[src/rtl/pipa_counter_sequencer.sv]
// PIPA pulse sequencer: synchronizes the six accelerometer pulse lines, holds one pending
// count per channel and hands counts to the counter-cycle timing logic as PINC/MINC strobes.
module pipa_counter_sequencer #(
    parameter int SYNC_STAGES = 2,
    parameter int FIXED_PRIO  = 1
) (
    input  logic       CLOCK,
    input  logic       rst,
    input  logic       PIPAXp,
    input  logic       PIPAXm,
    input  logic       PIPAYp,
    input  logic       PIPAYm,
    input  logic       PIPAZp,
    input  logic       PIPAZm,
    input  logic       PIPSAM,
    input  logic       CTGNT,
    input  logic       FAILCLR,
    output logic       CTREQ,
    output logic [1:0] CTADR,
    output logic       PINC,
    output logic       MINC,
    output logic       PIPAFL,
    output logic [2:0] FLAXIS
);

    typedef enum logic [1:0] {
        ST_IDLE  = 2'd0,
        ST_REQ   = 2'd1,
        ST_PULSE = 2'd2
    } state_t;

    // Channel bit 2*axis is the plus line, bit 2*axis+1 the minus line.
    logic [5:0]                    pipa_s;
    logic [SYNC_STAGES-1:0][5:0]   sync_r;
    logic [5:0]                    prev_r;
    logic [5:0]                    evt_s;

    logic [2:0] pend_p_r;
    logic [2:0] pend_m_r;
    logic [2:0] pend_p_nxt_s;
    logic [2:0] pend_m_nxt_s;
    logic [2:0] serve_p_s;
    logic [2:0] serve_m_s;
    logic [2:0] ovf_s;
    logic [2:0] has_s;

    state_t     state_r;
    logic [1:0] sel_axis_r;
    logic       sel_plus_r;
    logic [1:0] rr_ptr_r;
    logic [1:0] arb_s;
    logic       cancel_s;

    // First pending axis found in the search order a0, a1, a2.
    function automatic logic [1:0] pick3(input logic [2:0] has,
                                         input logic [1:0] a0,
                                         input logic [1:0] a1,
                                         input logic [1:0] a2);
        if (has[a0]) begin
            return a0;
        end else if (has[a1]) begin
            return a1;
        end else begin
            return a2;
        end
    endfunction

    assign pipa_s = {PIPAZm, PIPAZp, PIPAYm, PIPAYp, PIPAXm, PIPAXp};
    assign evt_s  = sync_r[SYNC_STAGES-1] & ~prev_r & {6{PIPSAM}};
    assign has_s  = pend_p_r | pend_m_r;

    // input synchronizer chain and edge-detect history
    always_ff @(posedge CLOCK or posedge rst) begin
        if (rst) begin
            sync_r <= '0;
            prev_r <= 6'b000000;
        end else begin
            if (SYNC_STAGES > 1) begin
                sync_r <= {sync_r[SYNC_STAGES-2:0], pipa_s};
            end else begin
                sync_r <= pipa_s;
            end
            prev_r <= sync_r[SYNC_STAGES-1];
        end
    end

    // pending bits of the axis being pulsed are released on the pulse exit edge
    always_comb begin
        serve_p_s = 3'b000;
        serve_m_s = 3'b000;
        if (state_r == ST_PULSE) begin
            if (sel_plus_r) begin
                serve_p_s = 3'b001 << sel_axis_r;
            end else begin
                serve_m_s = 3'b001 << sel_axis_r;
            end
        end else begin
            serve_p_s = 3'b000;
            serve_m_s = 3'b000;
        end
    end

    // per-axis accumulate / cancel / overflow, applied after the service release
    always_comb begin
        pend_p_nxt_s = pend_p_r & ~serve_p_s;
        pend_m_nxt_s = pend_m_r & ~serve_m_s;
        ovf_s        = 3'b000;
        for (int a = 0; a < 3; a++) begin
            case (evt_s[2*a +: 2])
                2'b01: begin
                    if (pend_m_nxt_s[a]) begin
                        pend_m_nxt_s[a] = 1'b0;
                    end else if (pend_p_nxt_s[a]) begin
                        ovf_s[a] = 1'b1;
                    end else begin
                        pend_p_nxt_s[a] = 1'b1;
                    end
                end
                2'b10: begin
                    if (pend_p_nxt_s[a]) begin
                        pend_p_nxt_s[a] = 1'b0;
                    end else if (pend_m_nxt_s[a]) begin
                        ovf_s[a] = 1'b1;
                    end else begin
                        pend_m_nxt_s[a] = 1'b1;
                    end
                end
                default: begin
                    ovf_s[a] = 1'b0;
                end
            endcase
        end
    end

    // pending count storage
    always_ff @(posedge CLOCK or posedge rst) begin
        if (rst) begin
            pend_p_r <= 3'b000;
            pend_m_r <= 3'b000;
        end else begin
            pend_p_r <= pend_p_nxt_s;
            pend_m_r <= pend_m_nxt_s;
        end
    end

    // sticky overflow flags; a new overflow beats a simultaneous clear
    always_ff @(posedge CLOCK or posedge rst) begin
        if (rst) begin
            PIPAFL <= 1'b0;
            FLAXIS <= 3'b000;
        end else begin
            FLAXIS <= (FAILCLR ? 3'b000 : FLAXIS) | ovf_s;
            PIPAFL <= (FAILCLR ? 1'b0 : PIPAFL) | (|ovf_s);
        end
    end

    // axis selection: fixed X>Y>Z, or round-robin starting after the last served axis
    always_comb begin
        arb_s = 2'd0;
        if (FIXED_PRIO != 0) begin
            arb_s = pick3(has_s, 2'd0, 2'd1, 2'd2);
        end else begin
            case (rr_ptr_r)
                2'd0:    arb_s = pick3(has_s, 2'd1, 2'd2, 2'd0);
                2'd1:    arb_s = pick3(has_s, 2'd2, 2'd0, 2'd1);
                default: arb_s = pick3(has_s, 2'd0, 2'd1, 2'd2);
            endcase
        end
    end

    // The request is withdrawn if its count no longer exists after this edge.
    assign cancel_s = sel_plus_r ? ~pend_p_nxt_s[sel_axis_r] : ~pend_m_nxt_s[sel_axis_r];

    // request/grant sequencing with registered strobe outputs
    always_ff @(posedge CLOCK or posedge rst) begin
        if (rst) begin
            state_r    <= ST_IDLE;
            sel_axis_r <= 2'd0;
            sel_plus_r <= 1'b0;
            rr_ptr_r   <= 2'd2;
            CTREQ      <= 1'b0;
            CTADR      <= 2'd0;
            PINC       <= 1'b0;
            MINC       <= 1'b0;
        end else begin
            case (state_r)
                ST_IDLE: begin
                    PINC <= 1'b0;
                    MINC <= 1'b0;
                    if (|has_s) begin
                        state_r    <= ST_REQ;
                        sel_axis_r <= arb_s;
                        sel_plus_r <= pend_p_r[arb_s];
                        CTREQ      <= 1'b1;
                        CTADR      <= arb_s;
                    end
                end
                ST_REQ: begin
                    if (cancel_s) begin
                        state_r <= ST_IDLE;
                        CTREQ   <= 1'b0;
                    end else if (CTGNT) begin
                        state_r <= ST_PULSE;
                        CTREQ   <= 1'b0;
                        PINC    <= sel_plus_r;
                        MINC    <= ~sel_plus_r;
                    end
                end
                ST_PULSE: begin
                    PINC     <= 1'b0;
                    MINC     <= 1'b0;
                    rr_ptr_r <= sel_axis_r;
                    state_r  <= ST_IDLE;
                end
                default: begin
                    state_r <= ST_IDLE;
                    CTREQ   <= 1'b0;
                    PINC    <= 1'b0;
                    MINC    <= 1'b0;
                end
            endcase
        end
    end

endmodule
[config.mk]
export PLATFORM = sky130hd
export DESIGN_NAME = pipa_counter_sequencer
export DESIGN_NICKNAME = d
export VERILOG_FILES = /design/src/rtl/pipa_counter_sequencer.sv
export SDC_FILE = /design/constraint.sdc
export NUM_CORES = 1
export LEC_CHECK = 0
export CORE_UTILIZATION = 40
export DETAILED_ROUTE_END_ITERATION = 16
export PLACE_DENSITY = 0.72
export SETUP_SLACK_MARGIN = 0.5
export SYNTH_ARGS = -nofsm -noshare
export SYNTH_HDL_FRONTEND = slang
export SYNTH_SLANG_ARGS = --single-unit
[constraint.sdc]
create_clock -name CLOCK -period 2.3 [get_ports CLOCK]
set_clock_uncertainty 0.1 [all_clocks]
set_input_delay 0.23 -clock CLOCK [delete_from_list [all_inputs] [get_ports CLOCK]]
set_output_delay 0.23 -clock CLOCK [all_outputs]
set_load 0.03 [all_outputs]
After elaboration in Yosys (flattened, before gate mapping)
Cells that the tools add are included.
Operators by class
  magnitude comparators: 2
  reduce and logical (&&, ||, !) cells: 7
  shifts and indexed selects: 1
  eq/ne operators: 12
  muxes and demuxes: 56
  bitwise gates (word level): 14
Operator list (number)
  $mux 1: 32
  $pmux 1 s2: 9
  $mux 3: 5
  $and 6x6->6: 2
  $mux 2: 5
  $eq 2x1->1 const B: 4
  $eq 2x2->1 const B: 4
  $and 3x3->3: 2
  $bmux 1 s2: 3
  $lt 2x3->1 const B: 2
  $ne 2x2->1 const B: 3
  $not 3->3: 2
  $not 6->6: 1
  $or 3x3->3: 2
  $reduce_and 2->1: 3
  $reduce_or 3->1: 2
  $not 1->1: 4
  $pmux 2 s2: 1
  $ne 3x3->1 const B: 1
  $pmux 1 s3: 1
  $reduce_and 3->1: 1
  $shl 1x2->3 const A: 1
  $logic_not 2->1: 1
  $or 1x1->1: 1
Word-level totals
  bits of input ports: 11
  bits in registers: 36
  output and inout port bits: 9
  word-level logic and storage cells: 105

Logic depth before layout (Yosys ltp)
  depth in word-level cells: 13
  mapped depth: 9

Worst setup path before layout
OpenSTA, ideal clock, no wires.
  kind: reg2reg
  start point: register sync_r[8] (netlist bit)
  end point: register PINC
  data required time: 2.127 ns
  data arrival time: 1.997 ns
  cell stages (with the launch flop): 9
  path slack: 0.130 ns
  setup time: 0.073 ns
  path through: dfrtp_1 and3b_1 ha_1 nor2_1 a2111oi_4 a31oi_1 and3_1 or3_1 a21oi_2
Between the ends
  longest elaborated chain between the ends: 10
  elaborated cells between the ends (all ways): 15
RTL lines
  start: declaration: RTL line 34  | logic [SYNC_STAGES-1:0][5:0] sync_r;
  start signal: assignment: RTL line 79  | sync_r <= {sync_r[SYNC_STAGES-2:0], pipa_s};
  start signal: assignment: RTL line 81  | sync_r <= pipa_s;
  $and 6x6->6 * (2 in a row): RTL line 69  | assign evt_s = sync_r[SYNC_STAGES-1] & ~prev_r & {6{PIPSAM}};
  $eq 2x2->1 or $eq 2x1->1 (tied branches): RTL line 109  | case (evt_s[2*a +: 2])
  $pmux 1 s2: RTL line 109
  $bmux 1 s2: RTL line 172  | assign cancel_s = sel_plus_r ? ~pend_p_nxt_s[sel_axis_r] : ~pend_m_nxt_s[sel_axis_r];
  $mux 1 (implied by the code): RTL line 172
  $not 1->1: RTL line 172
  $mux 1 *: RTL line 172
  $ne 2x2->1 (no source line) *
  $reduce_and 2->1 (no source line) *
  end signal: assignment: RTL line 205  | PINC <= sel_plus_r;
  end: declaration: RTL line 20  | output logic PINC,
Every way passes the cells marked *; elsewhere a longest branch is shown, timed or not. The select of a mux whose other input is x is not followed.
A chain may end at the register's enable or synchronous reset.

Final worst setup path
  start point: register sel_plus_r
  end point: register PINC
Between the ends
  longest elaborated chain between the ends: 12
  elaborated cells between the ends (all ways): 32
RTL lines
  start: declaration: RTL line 49  | logic sel_plus_r;
  start signal: assignment: RTL line 193  | sel_plus_r <= pend_p_r[arb_s];
  $mux 3: RTL line 92  | if (sel_plus_r) begin
  $mux 3: RTL line 91  | if (state_r == ST_PULSE) begin
  $not 3->3 (on tied branches): RTL line 106, 105
  $and 3x3->3 (on tied branches): RTL line 106, 105
  $mux 1 (on tied branches): RTL line 120, 111
  $pmux 1 s2: RTL line 109
  $bmux 1 s2: RTL line 172
  $mux 1 (implied by the code): RTL line 172
  $not 1->1: RTL line 172
  $mux 1: RTL line 172
  $ne 2x2->1 (no source line)
  $reduce_and 2->1 (no source line)
Several ways; a longest one is shown, not always the timed one. The select of a mux whose other input is x is not followed.

==> run summary <==
======================================================================================
Reg2Reg Capture Point                                                     PINC$_DFFE_PP0P_
Number of unique standard cell types used by synthesis                              37
Post-layout worst setup margin                                                  222 ps
Buffers added on ports                                                              19
Hold slack                                                                      235 ps
Cell type group with the largest total delay on the critical path         simple AND/OR/NAND/NOR gates
Sequential-to-total area share from yosys stat                                   52.8%
Critical path cell sequence                                               or3b_4 > buf_4 > a21oi_1 > o221ai_1 > and3_1 > or3_1 > a21oi_2
Overall routed net length                                                      3.42 mm
Crit path required time                                                        2430 ps
Least-Margin Pin Slew                                                           520 ps
#FFs+latches synth                                                                  36
Count of vias placed by the detailed router                                      1,352
Max incr delay on CP                                                            440 ps
Global router's overall resource usage                                           16.8%
Count of yosys warnings during synthesis                                             0
Final clock period utilization by the worst path                                 90.4%
Post-route cell area                                                         2300 um^2
CTS root buf                                                                  clkbuf_8
Iteration-0 DRC Markers                                                             34
First-pass GRT wire length                                                     5.42 mm
Post-DR wirelength/cell                                                        13.3 um
Clock tree from TritonCTS                                                         done
Path type of the worst setup path                                         flop to flop
GRT Residual Overflow                                                                0
Arrival time of data at the critical path endpoint                             2210 ps
Number of buffers created by CTS                                                     5
Slew margin rel.                                                                 65.0%
Switching power of the nets                                                   0.888 mW
Count of final max-slew check failures                                               0
Chip width                                                                     67.3 um
Area inside the core boundary                                                4060 um^2
Vias in the first global route                                                   1,224
Cell area after placement                                                    2040 um^2
Pin count of the biggest net entering global routing                                37
R2R Setup Slk                                                                   220 ps
Fillcell total                                                                     323
Final Hold Viols                                                                     0
Residual DRC                                                                         0
VDD IR max                                                                  0.000472 V
Top FF cell, synth                                                             dfrtp_1
Routability congestion estimate from global placement                            0.791
Area overhead of the layout relative to synthesis                                34.8%
Fraction of layout cells with a size suffix above 1                              23.6%
Reg2Reg Launch Point                                                      sel_plus_r$_DFFE_PP0P_
HPWL after detailed placement                                                  2.20 mm
Number of cell instances on the worst register-to-register path                      7
Tightest Hold Check Type                                                  input pin to asynchronous set/reset pin
Synthesized net count                                                              184
Cell leakage power                                                            0.987 nW
Source-to-sink clock delay at the later pin of the worst-skew pair              290 ps
Number of enable flip-flop cells after synthesis                                     0
Maximum operating frequency                                                    481 MHz
Combinational fraction of design power                                           39.9%
Largest buffer count on any clock path                                               2
Status                                                                    finished clean
H-tree depth                                                                         2
Cells after Synth                                                                  167
Register clock-pin slew on the reported worst setup and hold paths               70 ps
Final Setup Violations                                                               0
Post-synthesis async set-or-reset flop share                                      100%
Number of buffer and inverter stages on the critical path                            1
Power density normalized to cell area                                     1050 nW/um^2
Post-route ant nets                                                                  0
Antenna diodes                                                                       0
P_int                                                                          1.52 mW
Layout net count                                                                   224
Max Fanout on Critical Path                                                          3
Die area                                                                     4530 um^2
Cell area after synthesis                                                    1710 um^2
Fraction of power consumed by sequential logic                                   37.2%
Via-per-instance ratio                                                            5.24
Worst Setup End Kind                                                              flop
Clock sink count                                                                    36
Library cell contributing the largest single delay on the critical path         or3b_4
Row count                                                                           23
Clock group share of total power                                                 22.9%
Overall die height                                                             67.3 um
Number of top-level design ports                                                    20
Worst setup SP type                                                               flop
Minimum setup slack after placement                                            -254 ps
Unrepaired setup endpoints after global routing                                    yes
Starting density of the core                                                     42.0%
Maximum Capacitance Violations                                                       0
Detailed-router iteration count before antenna repair                                4
Post-Synthesis Mean Instance Area                                            10.2 um^2
Switching part of the total                                                      36.9%
Number of antenna violations at the first check in global routing                    0
Minimum period implied by the final worst setup slack                          2080 ps
======================================================================================
-- cell families (layout without fill, tap and decap cells) --
group | count (synthesis) | after routing | share of synthesized area [%]
adders and majority gates | 6 | 6 | 4.40
buffers and inverters | 21 | 62 | 5.13
AOI/OAI and AO/OA | 53 | 53 | 21.6
and+or+nand+nor | 51 | 51 | 16.0
DFF | 36 | 36 | 52.8
-- tightest hold or removal path: cells and delay by family --
| family | cells | cell delay [ps] |
|---|---|---|
| buffers and inverters | 3 | 830 |
-- routing by layer --
| layer | up-vias | GRT usage (%) | part of all wire, % |
|---|---|---|---|
| li1 | 669 | - | - |
| met1 | 633 | 19.9 | 46 |
| met2 | 37 | 25.5 | 46 |
| met3 | 13 | 5.41 | 4.4 |
| met4 | 0 | 12.2 | 3.4 |
| met5 | - | 0 | 0 |
-- registers in the layout (all words and copies together), names as in the netlist, 2 cells and up --
register	flops
sync_r	12
prev_r	6
FLAXIS	3
pend_m_r	3
pend_p_r	3
sel_axis_r	2
state_r	2
-- cell usage in the layout (no fill, tap or decap), types with 2 or more instances in the layout --
| cell type | count |
|---|---|
| a21o_1 | 3 |
| a21oi_1 | 10 |
| and2_1 | 4 |
| and3b_1 | 2 |
| buf_4 | 16 |
| buf_6 | 4 |
| clkbuf_8 | 5 |
| clkdlybuf4s50_1 | 16 |
| dfrtp_1 | 35 |
| dlygate4sd2_1 | 2 |
| ha_1 | 5 |
| inv_1 | 15 |
| nand2_1 | 3 |
| nand2b_1 | 3 |
| nand3_1 | 6 |
| nand3b_1 | 4 |
| nor2_1 | 16 |
| nor2_4 | 2 |
| nor3_1 | 2 |
| o21a_1 | 7 |
| o21ai_0 | 9 |
| o21ai_1 | 3 |
| o21ai_2 | 2 |
| o221ai_1 | 2 |
| o221ai_2 | 2 |
| o31a_1 | 2 |
-- worst max-delay path by stage --
stage                  endpoint  cells past startpoint                    from  slack, ps
3_5_place_dp   PINC$_DFFE_PP0P_                      8                  PIPSAM       -250
4_1_cts        PINC$_DFFE_PP0P_                      7     sync_r[8]$_DFF_PP0_        230
2_1_floorplan  PINC$_DFFE_PP0P_                      6  state_r[0]$_DFFE_PP0P_        260
5_1_grt        PINC$_DFFE_PP0P_                      7     sync_r[8]$_DFF_PP0_        130
3_3_place_gp   PINC$_DFFE_PP0P_                      8                  PIPSAM       -210
6_report       PINC$_DFFE_PP0P_                      7  sel_plus_r$_DFFE_PP0P_        220
-- synth_stat cells, types with 2 or more instances --
master / n / area (um^2)
dfrtp_1: 36 / 901
nor2_1: 18 / 67.6
inv_1: 15 / 56.3
o21ai_0: 13 / 65.1
a21oi_1: 10 / 50.1
nand3_1: 7 / 35.0
o21a_1: 7 / 52.6
ha_1: 6 / 75.1
and2_1: 4 / 25.0
clkbuf_1: 4 / 15.0
nand2b_1: 4 / 25.0
nand3b_1: 4 / 30.0
o221ai_1: 4 / 35.0
a21o_1: 3 / 22.5
and3b_1: 3 / 26.3
nand2_1: 3 / 11.3
o31ai_1: 3 / 22.5
a31oi_1: 2 / 12.5
nor3_1: 2 / 10.0
o31a_1: 2 / 17.5
-- timing repair --
action,CTS,global route
pin swaps,13,2
gates resized for setup,14,11
hold buffers,0,0
setup buffers,7,1
setup endpoints to repair,10,11
-- layout make-up --
| class | instances | area, um^2 | share of cell area (%) |
|---|---|---|---|
| Sequential cell | 36 | 902 | 39.2 |
| Multi-Input combinational cell | 110 | 811 | 35.3 |
| Timing Repair Buffer | 39 | 355 | 15.5 |
| Clock buffer | 5 | 68.8 | 2.99 |
| Tap cell | 50 | 62.6 | 2.72 |
| Inverter | 15 | 56.3 | 2.45 |
| Clock inverter | 3 | 42.5 | 1.85 |
-- power groups by stage --
stage               Sequential (mW)  Clock, mW  Combinational, mW
floorplan                     0.943          0              0.508
global placement              0.883          0              0.839
detailed placement            0.885          0              0.844
CTS                           0.880      0.568              0.910
global route                  0.908      0.595               1.05
finish                        0.895      0.550              0.961
-- through the flow --
stage                     util [%]  power (mW)  cells  TNS (ps)
after floorplan                  -        1.45    167         0
after global placement        50.4        1.72    242      -714
after detailed placement      50.4        1.73    242      -796
after CTS                     55.6        2.36    257         0
after global routing          56.6        2.55    258         0
final                         56.6        2.41    258         0
No activity file was read; power rests on OpenSTA's default activity.
